$ cat config.mk
export PLATFORM = sky130hd
export DESIGN_NAME = instr_decode_unit
export DESIGN_NICKNAME = d
export VERILOG_FILES = /design/src/rtl/decode_pkg.sv /design/src/rtl/opcode_lut.sv /design/src/rtl/instr_decode_unit.sv
export SDC_FILE = /design/constraint.sdc
export NUM_CORES = 1
export LEC_CHECK = 0
export BUFFER_PORTS_ARGS = -buffer_cell sky130_fd_sc_hd__buf_2
export CORE_MARGIN = 5
export CORE_UTILIZATION = 51
export DETAILED_ROUTE_END_ITERATION = 16
export MAX_ROUTING_LAYER = met4
export PLACE_DENSITY = 0.75
export SYNTH_ARGS = -nofsm -noshare
export SYNTH_HDL_FRONTEND = slang
export SYNTH_HIERARCHICAL = 1
export SYNTH_SLANG_ARGS = --single-unit
$ cat constraint.sdc
create_clock -name clk -period 2.79 [get_ports clk]
set_clock_uncertainty 0.1 [all_clocks]
set_input_delay 0.279 -clock clk [delete_from_list [all_inputs] [get_ports clk]]
set_output_delay 0.279 -clock clk [all_outputs]
set_load 0.03 [all_outputs]
$ cat src/rtl/decode_pkg.sv
// Shared constants for the instruction decode unit.
//   - 4-bit opcode encodings
//   - ALU select codes
//   - start-channel index per execution FSM
//   - decoder state encoding
package decode_pkg;

    localparam int OPC_W = 4;
    localparam int IDX_W = 3;
    localparam int ALU_W = 3;

    localparam logic [OPC_W-1:0] OP_NOP   = 4'b0000;
    localparam logic [OPC_W-1:0] OP_ADD   = 4'b0001;
    localparam logic [OPC_W-1:0] OP_ADDI  = 4'b0010;
    localparam logic [OPC_W-1:0] OP_SUB   = 4'b0011;
    localparam logic [OPC_W-1:0] OP_SUBI  = 4'b0100;
    localparam logic [OPC_W-1:0] OP_NOT   = 4'b0101;
    localparam logic [OPC_W-1:0] OP_AND   = 4'b0111;
    localparam logic [OPC_W-1:0] OP_OR    = 4'b1000;
    localparam logic [OPC_W-1:0] OP_XOR   = 4'b1001;
    localparam logic [OPC_W-1:0] OP_XNOR  = 4'b1010;
    localparam logic [OPC_W-1:0] OP_MOVI  = 4'b1011;
    localparam logic [OPC_W-1:0] OP_LOAD  = 4'b1100;
    localparam logic [OPC_W-1:0] OP_STORE = 4'b1101;
    localparam logic [OPC_W-1:0] OP_MOV   = 4'b1111;

    localparam logic [ALU_W-1:0] ALU_ADD  = 3'b000;
    localparam logic [ALU_W-1:0] ALU_SUB  = 3'b001;
    localparam logic [ALU_W-1:0] ALU_NOT  = 3'b010;
    localparam logic [ALU_W-1:0] ALU_AND  = 3'b011;
    localparam logic [ALU_W-1:0] ALU_OR   = 3'b100;
    localparam logic [ALU_W-1:0] ALU_XOR  = 3'b101;
    localparam logic [ALU_W-1:0] ALU_XNOR = 3'b110;

    localparam logic [IDX_W-1:0] IDX_ALU   = 3'd1;
    localparam logic [IDX_W-1:0] IDX_ALUI  = 3'd2;
    localparam logic [IDX_W-1:0] IDX_MOVI  = 3'd3;
    localparam logic [IDX_W-1:0] IDX_LOAD  = 3'd4;
    localparam logic [IDX_W-1:0] IDX_STORE = 3'd5;
    localparam logic [IDX_W-1:0] IDX_MOV   = 3'd6;

    typedef enum logic [1:0] {
        ST_IDLE      = 2'd0,
        ST_ISSUE     = 2'd1,
        ST_WAIT_DONE = 2'd2
    } state_e;

endpackage

$ cat src/rtl/opcode_lut.sv
// Combinational opcode lookup.
//   opcode    : in  - opcode field of the instruction
//   start_idx : out - execution channel to start (0 for NOP / undefined)
//   alu_sel   : out - ALU operation, 0 for non-ALU opcodes
//   valid     : out - opcode is defined (NOP included)
//   nop       : out - opcode is NOP
module opcode_lut
    import decode_pkg::*;
#(
    parameter int OPW = 4
) (
    input  logic [OPW-1:0]   opcode,
    output logic [IDX_W-1:0] start_idx,
    output logic [ALU_W-1:0] alu_sel,
    output logic             valid,
    output logic             nop
);

    logic [OPC_W-1:0] op;
    assign op = OPC_W'(opcode);

    always_comb begin
        start_idx = '0;
        alu_sel   = ALU_ADD;
        valid     = 1'b1;
        nop       = 1'b0;
        case (op)
            OP_NOP:   nop = 1'b1;
            OP_ADD:   begin start_idx = IDX_ALU;  alu_sel = ALU_ADD;  end
            OP_ADDI:  begin start_idx = IDX_ALUI; alu_sel = ALU_ADD;  end
            OP_SUB:   begin start_idx = IDX_ALU;  alu_sel = ALU_SUB;  end
            OP_SUBI:  begin start_idx = IDX_ALUI; alu_sel = ALU_SUB;  end
            OP_NOT:   begin start_idx = IDX_ALU;  alu_sel = ALU_NOT;  end
            OP_AND:   begin start_idx = IDX_ALU;  alu_sel = ALU_AND;  end
            OP_OR:    begin start_idx = IDX_ALU;  alu_sel = ALU_OR;   end
            OP_XOR:   begin start_idx = IDX_ALU;  alu_sel = ALU_XOR;  end
            OP_XNOR:  begin start_idx = IDX_ALU;  alu_sel = ALU_XNOR; end
            OP_MOVI:  start_idx = IDX_MOVI;
            OP_LOAD:  start_idx = IDX_LOAD;
            OP_STORE: start_idx = IDX_STORE;
            OP_MOV:   start_idx = IDX_MOV;
            default:  valid = 1'b0;
        endcase
    end

endmodule

$ cat src/rtl/instr_decode_unit.sv
// Instruction decoder: accepts one instruction at a time, registers its
// operand fields and ALU select, pulses the start line of the target
// execution FSM and waits (bounded by TMO cycles) for its done pulse.
//   clk, rst            : clock, synchronous active-high reset
//   instr_valid/ready   : instruction handshake (ready only while idle)
//   instruction         : {opcode, operand1, operand2}
//   start / fsm_done    : one-hot start pulse / per-channel completion
//   parameter1/2,alu_sel: decoded fields, held until next acceptance
//   busy                : decoder not idle
//   illegal, timeout    : one-cycle error pulses
module instr_decode_unit
    import decode_pkg::*;
#(
    parameter int IW     = 16,
    parameter int OPW    = 4,
    parameter int PW     = 6,
    parameter int NSTART = 7,
    parameter int SELW   = 3,
    parameter int TMO    = 255
) (
    input  logic              clk,
    input  logic              rst,
    input  logic              instr_valid,
    input  logic [IW-1:0]     instruction,
    output logic              instr_ready,
    output logic [NSTART-1:0] start,
    input  logic [NSTART-1:0] fsm_done,
    output logic [PW-1:0]     parameter1,
    output logic [PW-1:0]     parameter2,
    output logic [SELW-1:0]   alu_sel,
    output logic              busy,
    output logic              illegal,
    output logic              timeout
);

    localparam int CW = $clog2(TMO + 1);

    state_e            state;
    logic [CW-1:0]     wait_cnt;
    logic [NSTART-1:0] tgt_q;

    logic [IDX_W-1:0]  lut_idx;
    logic [ALU_W-1:0]  lut_alu;
    logic              lut_valid;
    logic              lut_nop;

    opcode_lut #(.OPW(OPW)) u_opcode_lut (
        .opcode    (instruction[IW-1 -: OPW]),
        .start_idx (lut_idx),
        .alu_sel   (lut_alu),
        .valid     (lut_valid),
        .nop       (lut_nop)
    );

    logic              accept;
    logic              op_legal;
    logic              is_not;
    logic [NSTART-1:0] tgt_d;

    assign accept   = instr_valid && instr_ready;
    // A defined opcode is still illegal if this build has no such channel.
    assign op_legal = lut_valid && (int'(lut_idx) < NSTART);
    assign is_not   = lut_valid && (lut_alu == ALU_NOT);

    always_comb begin
        tgt_d = '0;
        for (int i = 0; i < NSTART; i++) begin
            tgt_d[i] = (lut_idx == IDX_W'(i));
        end
    end

    always_ff @(posedge clk) begin
        if (rst) begin
            state       <= ST_IDLE;
            instr_ready <= 1'b0;
            busy        <= 1'b0;
            start       <= '0;
            illegal     <= 1'b0;
            timeout     <= 1'b0;
            parameter1  <= '0;
            parameter2  <= '0;
            alu_sel     <= '0;
            wait_cnt    <= '0;
            tgt_q       <= '0;
        end else begin
            start   <= '0;
            illegal <= 1'b0;
            timeout <= 1'b0;
            case (state)
                ST_IDLE: begin
                    instr_ready <= 1'b1;
                    busy        <= 1'b0;
                    if (accept) begin
                        parameter1 <= is_not ? instruction[PW-1:0] : instruction[2*PW-1:PW];
                        parameter2 <= instruction[PW-1:0];
                        alu_sel    <= SELW'(lut_alu);
                        if (!op_legal) begin
                            illegal <= 1'b1;
                        end else if (!lut_nop) begin
                            state       <= ST_ISSUE;
                            start       <= tgt_d;
                            tgt_q       <= tgt_d;
                            instr_ready <= 1'b0;
                            busy        <= 1'b1;
                        end
                    end
                end
                // Done pulses seen here are ignored: the FSM has only just been started.
                ST_ISSUE: begin
                    state    <= ST_WAIT_DONE;
                    wait_cnt <= '0;
                end
                ST_WAIT_DONE: begin
                    if (|(fsm_done & tgt_q)) begin
                        state       <= ST_IDLE;
                        instr_ready <= 1'b1;
                        busy        <= 1'b0;
                    end else if (wait_cnt == CW'(TMO - 1)) begin
                        // Final increment lands on TMO, which still fits in CW bits.
                        state       <= ST_IDLE;
                        instr_ready <= 1'b1;
                        busy        <= 1'b0;
                        timeout     <= 1'b1;
                        wait_cnt    <= wait_cnt + 1'b1;
                    end else begin
                        wait_cnt <= wait_cnt + 1'b1;
                    end
                end
                default: begin
                    state       <= ST_IDLE;
                    instr_ready <= 1'b0;
                    busy        <= 1'b0;
                end
            endcase
        end
    end

endmodule

==> flow_metrics.py, run 1 <==
metrics = {
    "floorplanning": {
        "die_w_um": 71.4,
        "row_count": 22,
        "io_pins": 52,
        "design.core.area_um2": 3660,
        "initial_core_util_pct": 52.5,
        "dieArea_um2": 5100,
        "die_h_um": 71.4,
    },
    "sta": {
        "rsz0062_at_grt": "no",
        "tightest_slew_ns": 0.549,
        "fin_setup_tns_ns": 0,
        "hold_viol": 0,
        "max_freq_ghz": 0.539,
        "drv_slew": 0,
        "fin_crit_ns": 1.86,
        "finalSetupViolCount": 0,
        "min_period_over_period_pct": 66.5,
        "relSlewSlack_pct": 63.4,
    },
    "setup_path": {
        "crit_required_ns": 2.92,
        "r2r_setup_slack_ns": 0.93,
        "critical_path_peak_fanout": 23,
        "crit_chain": "and4bb_1 -> buf_4 -> nand4b_4 -> nor4b_1 -> a21oi_1 -> nor2_1",
        "critPathLaunchType": "register",
        "max_stage_delay_ns": 0.39,
        "critPathKind": "register to register",
        "path_depth": 6,
        "arrival_ns": 1.98,
        "crit_buf_inv": 1,
        "timing.rr.start": "state[0]",
        "reg2reg_to": "tgt_q[1]",
        "crit_slowest_cell": "nor4b_1",
        "end_kind": "register",
        "reg2regPathDepth": 6,
        "timing.critical_path.max_delay_family": "simple AND/OR/NAND/NOR gates",
    },
    "global_routing": {
        "grt_usage_pct": 17.4,
        "grt_pass1_wl_um": 7050,
        "grt_max_degree": 32,
        "antenna_found_initial": 0,
        "grt_pass1_vias": 1625,
        "overflow": 0,
    },
    "clock_network": {
        "htree_levels": 2,
        "clockBufferDepth": 2,
        "cts_sinks": 43,
        "clk_pin_slew_ns": 0.08,
        "cts_resized": 0,
        "postCtsSetupRepairBufs": 0,
        "cts_buffers": 5,
        "cts_tree": "yes",
        "ctsHoldBuffers": 0,
        "insertion_delay_ns": 0.29,
        "cts-root-buf": "clkbuf_8",
    },
    "logic_synthesis": {
        "synth_area_um2": 1920,
        "synth-seq-cells": 43,
        "synth_ff_type": "dfxtp_1",
        "synth-edff-count": 0,
        "ys_seq_area_share_pct": 44.8,
        "synth.distinct_cells": 46,
        "ys.warnings.count": 6,
        "async_flop_share_pct": 0,
        "synth.net_count": 249,
        "synth_cells": 221,
        "synth.avg_cell_area_um2": 8.70,
    },
    "placement": {
        "io_buffers": 51,
        "gp_routability_congestion": 0.906,
        "dp_cells": 310,
        "dpl.hpwl_um": 3040,
        "postPlaceCellArea_um2": 2190,
    },
    "route": {
        "dr_total_vias": 1654,
        "viasPerCell": 5.20,
        "drt-initial-drc-count": 75,
        "route.detailed.drc": 0,
        "drt-total-wl_um": 4140,
        "ant_nets": 0,
        "wire_per_inst_um": 13.0,
        "dr.pass1.iters": 4,
    },
    "finish": {
        "final_area_um2": 2300,
        "fin_cells": 318,
        "layout-drive-gt1-share_pct": 26.7,
        "num-nets-final": 297,
        "area_growth_pct": 19.8,
        "final_common_cell": "buf_2",
        "antenna_cells": 0,
        "final_cell_mix": "51 x buf_2, 43 x dfxtp_1, 37 x nand2_1",
    },
    "status": {
        "status": "completed",
    },
    "power": {
        "power.density_nw_per_um2": 579,
        "power_mw": 1.33,
        "p_leak_nw": 0.935,
        "ir_worst_vdd_v": 0.000466,
    },
    "worst_hold_path": {
        "hold_class": "primary input to register",
        "holdPathStages": 3,
        "min_to": "parameter2[0]",
        "holdCritStartpoint": "instruction[0]",
    },
    "flow_run": {
        "drv_cap": 0,
    },
}
report_power, final:
part	switching, mW	internal [mW]	leakage [nW]
clock	0.212	0.266	0.0581
sequential	0.0147	0.637	0.349
combinational	0.133	0.0701	0.528
logic make-up after synthesis:
family,after synthesis,share of synthesized area (%)
buf+inv,17,4.16
compound gates,38,13.1
xor+xnor,5,2.28
simple gates,107,29.7
fa+ha+maj,2,1.30
mux,9,4.75
flops,43,44.8
worst max-delay path by stage:
stage | from | to | slack (ns)
finish | state[0] | tgt_q[1] | 0.93
global route | state[0] | start[5] | 0.77
global placement | instruction[13] | start[0] | 0.79
CTS | state[0] | start[3] | 0.93
floorplan | instruction[13] | tgt_q[0] | 0.53
detailed placement | instruction[13] | start[0] | 0.73
sequential cells by signal (all words and copies together), names as in the netlist:
| name | cells |
|---|---|
| start | 7 |
| parameter2 | 6 |
| busy | 1 |
| wait_cnt | 8 |
| timeout | 1 |
| alu_sel | 3 |
| tgt_q | 7 |
| illegal | 1 |
| state | 2 |
| parameter1 | 6 |
| instr_ready | 1 |
metrics by stage:
step           utilization, %  worst slack (ns)  hold WS, ns
2_1_floorplan               -             0.525        0.263
3_3_place_gp             59.9             0.795        0.343
3_5_place_dp             59.9             0.732        0.347
4_1_cts                  63.0             0.926        0.132
5_1_grt                  63.0             0.769        0.129
6_report                 63.0             0.934        0.138
worst reg2reg max path: cells and delay by family (launching register included):
kind | cells | cell delay [ns]
buffers and inverters | 1 | 0.26
DFF | 1 | 0.36
AOI/OAI and AO/OA | 1 | 0.07
and+or+nand+nor | 4 | 1.01
final cells by class:
class	count	area (um2)
flip-flops and latches	43	861
fillers	329	1360
clock buffers	5	68.8
clock inverters	3	43.8
repair buffers	53	270
well taps	48	60.1
inverters	5	18.8
multi-input cells	161	982
layer usage:
metal	wire length, um	track usage (%)	vias up
met1	1890	20.4	752
met4	16	3.76	0
met3	246	5.61	2
li1	-	-	859
met2	1990	29.1	41
met5	0	-	-
cell usage after synthesis (2+ instances only):
library cell / number / share of area, %
dfxtp_1: 43 / 45
nand2_1: 37 / 7.2
nor2_1: 27 / 5.3
a21oi_1: 19 / 4.9
nor3_1: 10 / 2.6
mux2i_1: 8 / 4.2
a211oi_1: 7 / 2.7
inv_1: 5 / 0.98
nor4_1: 5 / 1.6
xnor2_1: 5 / 2.3
buf_2: 4 / 1.0
clkbuf_1: 4 / 0.78
nand3_1: 4 / 1.0
nor2b_1: 4 / 1.3
and3_1: 3 / 0.98
a22oi_1: 2 / 0.78
buf_1: 2 / 0.39
ha_1: 2 / 1.3
nand2b_1: 2 / 0.65
or3_1: 2 / 0.65
Power figures use the tool's default switching activity.
==> inputs of run 2 (changes only) <==
Settings changed: ABC_AREA from default to 1, CORE_UTILIZATION 51 to 47, PLACE_DENSITY 0.75 to 0.72.
Clock period 2.79 ns to 1.5 ns, I/O delays scaled along.
==> flow_metrics.py, run 2 <==
metrics = {
    "logic_synthesis": {
        "synth.area.top_cells": "dfxtp_1 44%, nand2_1 13%, nor2_1 9.4%, nand3_1 7.2%, inv_1 6.5%",
        "synth_cells": 291,
        "synth-seq-cells": 43,
        "synth_ff_type": "dfxtp_1",
        "synth-edff-count": 0,
        "yosys.cell_count.top_type": "nand2_1",
        "ys.warnings.count": 6,
        "ys_seq_area_share_pct": 44.1,
        "synth.avg_cell_area_um2": 6.70,
        "synth.net_count": 319,
        "synth_top_area_share_pct": 44.1,
        "synth_area_um2": 1950,
        "synth_area_leader_cell": "dfxtp_1",
        "async_flop_share_pct": 0,
        "synthTopCellsByCount": "65 x nand2_1, 49 x nor2_1, 43 x dfxtp_1",
        "synth.distinct_cells": 20,
    },
    "route": {
        "wl_met2_um": 2190,
        "top_layer": "met4",
        "dr_total_vias": 1937,
        "drt-total-wl_um": 4570,
        "drt-initial-drc-count": 86,
        "wire_per_inst_um": 11.2,
        "wl_met3_um": 202,
        "ant_nets": 0,
        "dr.pass1.iters": 4,
        "viasPerCell": 4.74,
        "wl_met1_um": 2150,
        "route.detailed.drc": 0,
    },
    "finish": {
        "fin_cells": 409,
        "largest-register": "wait_cnt",
        "final_common_cell": "nand2_1",
        "layout-drive-gt1-share_pct": 24.5,
        "num-nets-final": 386,
        "final_cell_mix": "65 x nand2_1, 51 x buf_2, 49 x nor2_1",
        "top_regs": "wait_cnt (8), start (7), tgt_q (7)",
        "antenna_cells": 0,
        "area_growth_pct": 26.9,
        "largest_reg_flops": 8,
    },
    "worst_hold_path": {
        "holdPathStages": 3,
        "hold_class": "primary input to register",
    },
    "global_routing": {
        "antenna_found_initial": 0,
        "grt_usage_pct": 18.3,
        "grt_max_degree": 26,
        "grt_pass1_vias": 1867,
        "overflow": 0,
        "grt_pass1_wl_um": 7680,
    },
    "sta": {
        "fin_crit_ns": 1.34,
        "worst_slack_ns": 0.162,
        "min_period_over_period_pct": 89.2,
        "finalSetupViolCount": 0,
        "rsz0062_at_grt": "no",
        "max_freq_ghz": 0.748,
        "hold_viol": 0,
        "relSlewSlack_pct": 73.3,
        "fin_setup_tns_ns": 0,
        "drv_slew": 0,
        "tightest_slew_ns": 0.400,
    },
    "clock_network": {
        "cts_sinks": 43,
        "clockBufferDepth": 2,
        "cts_buffers": 5,
        "cts-root-buf": "clkbuf_8",
        "cts_tree": "yes",
        "postCtsSetupRepairBufs": 0,
        "insertion_delay_ns": 0.30,
        "clk_pin_slew_ns": 0.09,
        "htree_levels": 2,
    },
    "setup_path": {
        "critPathKind": "register to register",
        "critical_path_peak_fanout": 4,
        "crit_slowest_cell": "dfxtp_2",
        "crit_required_ns": 1.65,
        "end_kind": "register",
        "max_stage_delay_ns": 0.36,
        "crit_chain": "inv_1 -> ha_1 -> nand2_1 -> nor2_1 -> nand2_1 -> nand3_1 -> nand2_1 -> nand3_1 -> nand2_1",
        "arrival_ns": 1.49,
        "critPathLaunchType": "register",
        "crit_top_cell": "nand2_1",
        "reg2regPathDepth": 9,
    },
    "power": {
        "p_leak_nw": 1.28,
        "power_mw": 2.46,
        "ir_worst_vdd_v": 0.000783,
        "power.density_nw_per_um2": 994,
    },
    "floorplanning": {
        "io_pins": 52,
        "row_count": 23,
        "initial_core_util_pct": 48.8,
        "design.core.area_um2": 4000,
        "die_w_um": 74.4,
        "dieArea_um2": 5540,
        "die_h_um": 74.4,
    },
    "status": {
        "status": "completed",
    },
    "placement": {
        "place_ws_ns": -0.0787,
        "gp_routability_congestion": 0.851,
        "dp_cells": 396,
        "io_buffers": 51,
        "dpl.hpwl_um": 3410,
    },
    "flow_run": {
        "drv_cap": 0,
    },
}
## run 2: cell count changes after synthesis, sizes merged, moves of 4 or more
cell / previous run / this run
nor3: 12 / 4
buf: 8 / 3
inv: 5 / 42
nor4: 6 / 0
nand2: 37 / 66
nand3: 4 / 30
nor2b: 4 / 0
a211oi: 7 / 0
o21ai: 1 / 23
mux2i: 8 / 0
nor2: 28 / 54
xnor2: 5 / 0
## run 2: critical path: cells and delay by family, from the launching register on
kind / cells / cell delay [ns]
buffers and inverters: 1 / 0.06
DFF: 1 / 0.36
and+or+nand+nor: 7 / 0.58
adders and majority gates: 1 / 0.19
## run 2: power by group
part           leakage [nW]  internal [mW]  switching [mW]
Sequential            0.351           1.20          0.0318
Clock                0.0408          0.333           0.423
Combinational         0.891          0.166           0.309
Total                  1.28           1.70           0.764
## run 2: stage by stage
stage | hold WS [ns] | cell area (um2) | util, %
after floorplan | 0.135 | 1950 | -
after global placement | 0.304 | 2330 | 58.3
after detailed placement | 0.305 | 2330 | 58.3
after CTS | 0.00243 | 2470 | 61.8
after global routing | 0.0350 | 2480 | 61.9
final | 0.0118 | 2480 | 61.9
## run 2: final timing paths
| check | from | end | slack (ns) |
|---|---|---|---|
| worst max-delay path | wait_cnt[0] | instr_ready | 0.16 |
| worst min-delay path | instruction[5] | parameter2[5] | 0.01 |
| worst max register to register | wait_cnt[0] | instr_ready | 0.16 |
| worst min register to register | tgt_q[2] | tgt_q[2] | 0.38 |
## run 2: metal layers
layer  GRT usage (%)  vias to the layer above
met5               -                        -
met4            6.72                        0
met3            3.78                        2
met2            30.6                       42
met1            21.7                      845
li1                -                     1048
## run 2: layout make-up
cell class | instances | area (um2)
inverters | 42 | 158
clock buffers | 5 | 68.8
clock inverters | 3 | 23.8
well taps | 50 | 62.6
repair buffers | 67 | 400
multi-input cells | 199 | 900
flip-flops and latches | 43 | 863
fillers | 407 | 1520
## run 2: cell families (layout without fill, tap and decap cells)
kind of cell	count (synthesis)	count (layout)	synth area share, %
and+or+nand+nor	154	154	33.6
buffers and inverters	49	117	9.75
AOI/OAI and AO/OA	43	43	11.2
DFF	43	43	44.1
adders and majority gates	2	2	1.28
## run 2: timing repair
item / CTS / global route
hold buffers: 5 / 0
setup endpoints to repair: 0 / 2
endpoints found under the hold margin: 5 / 0
resized for setup: 0 / 2
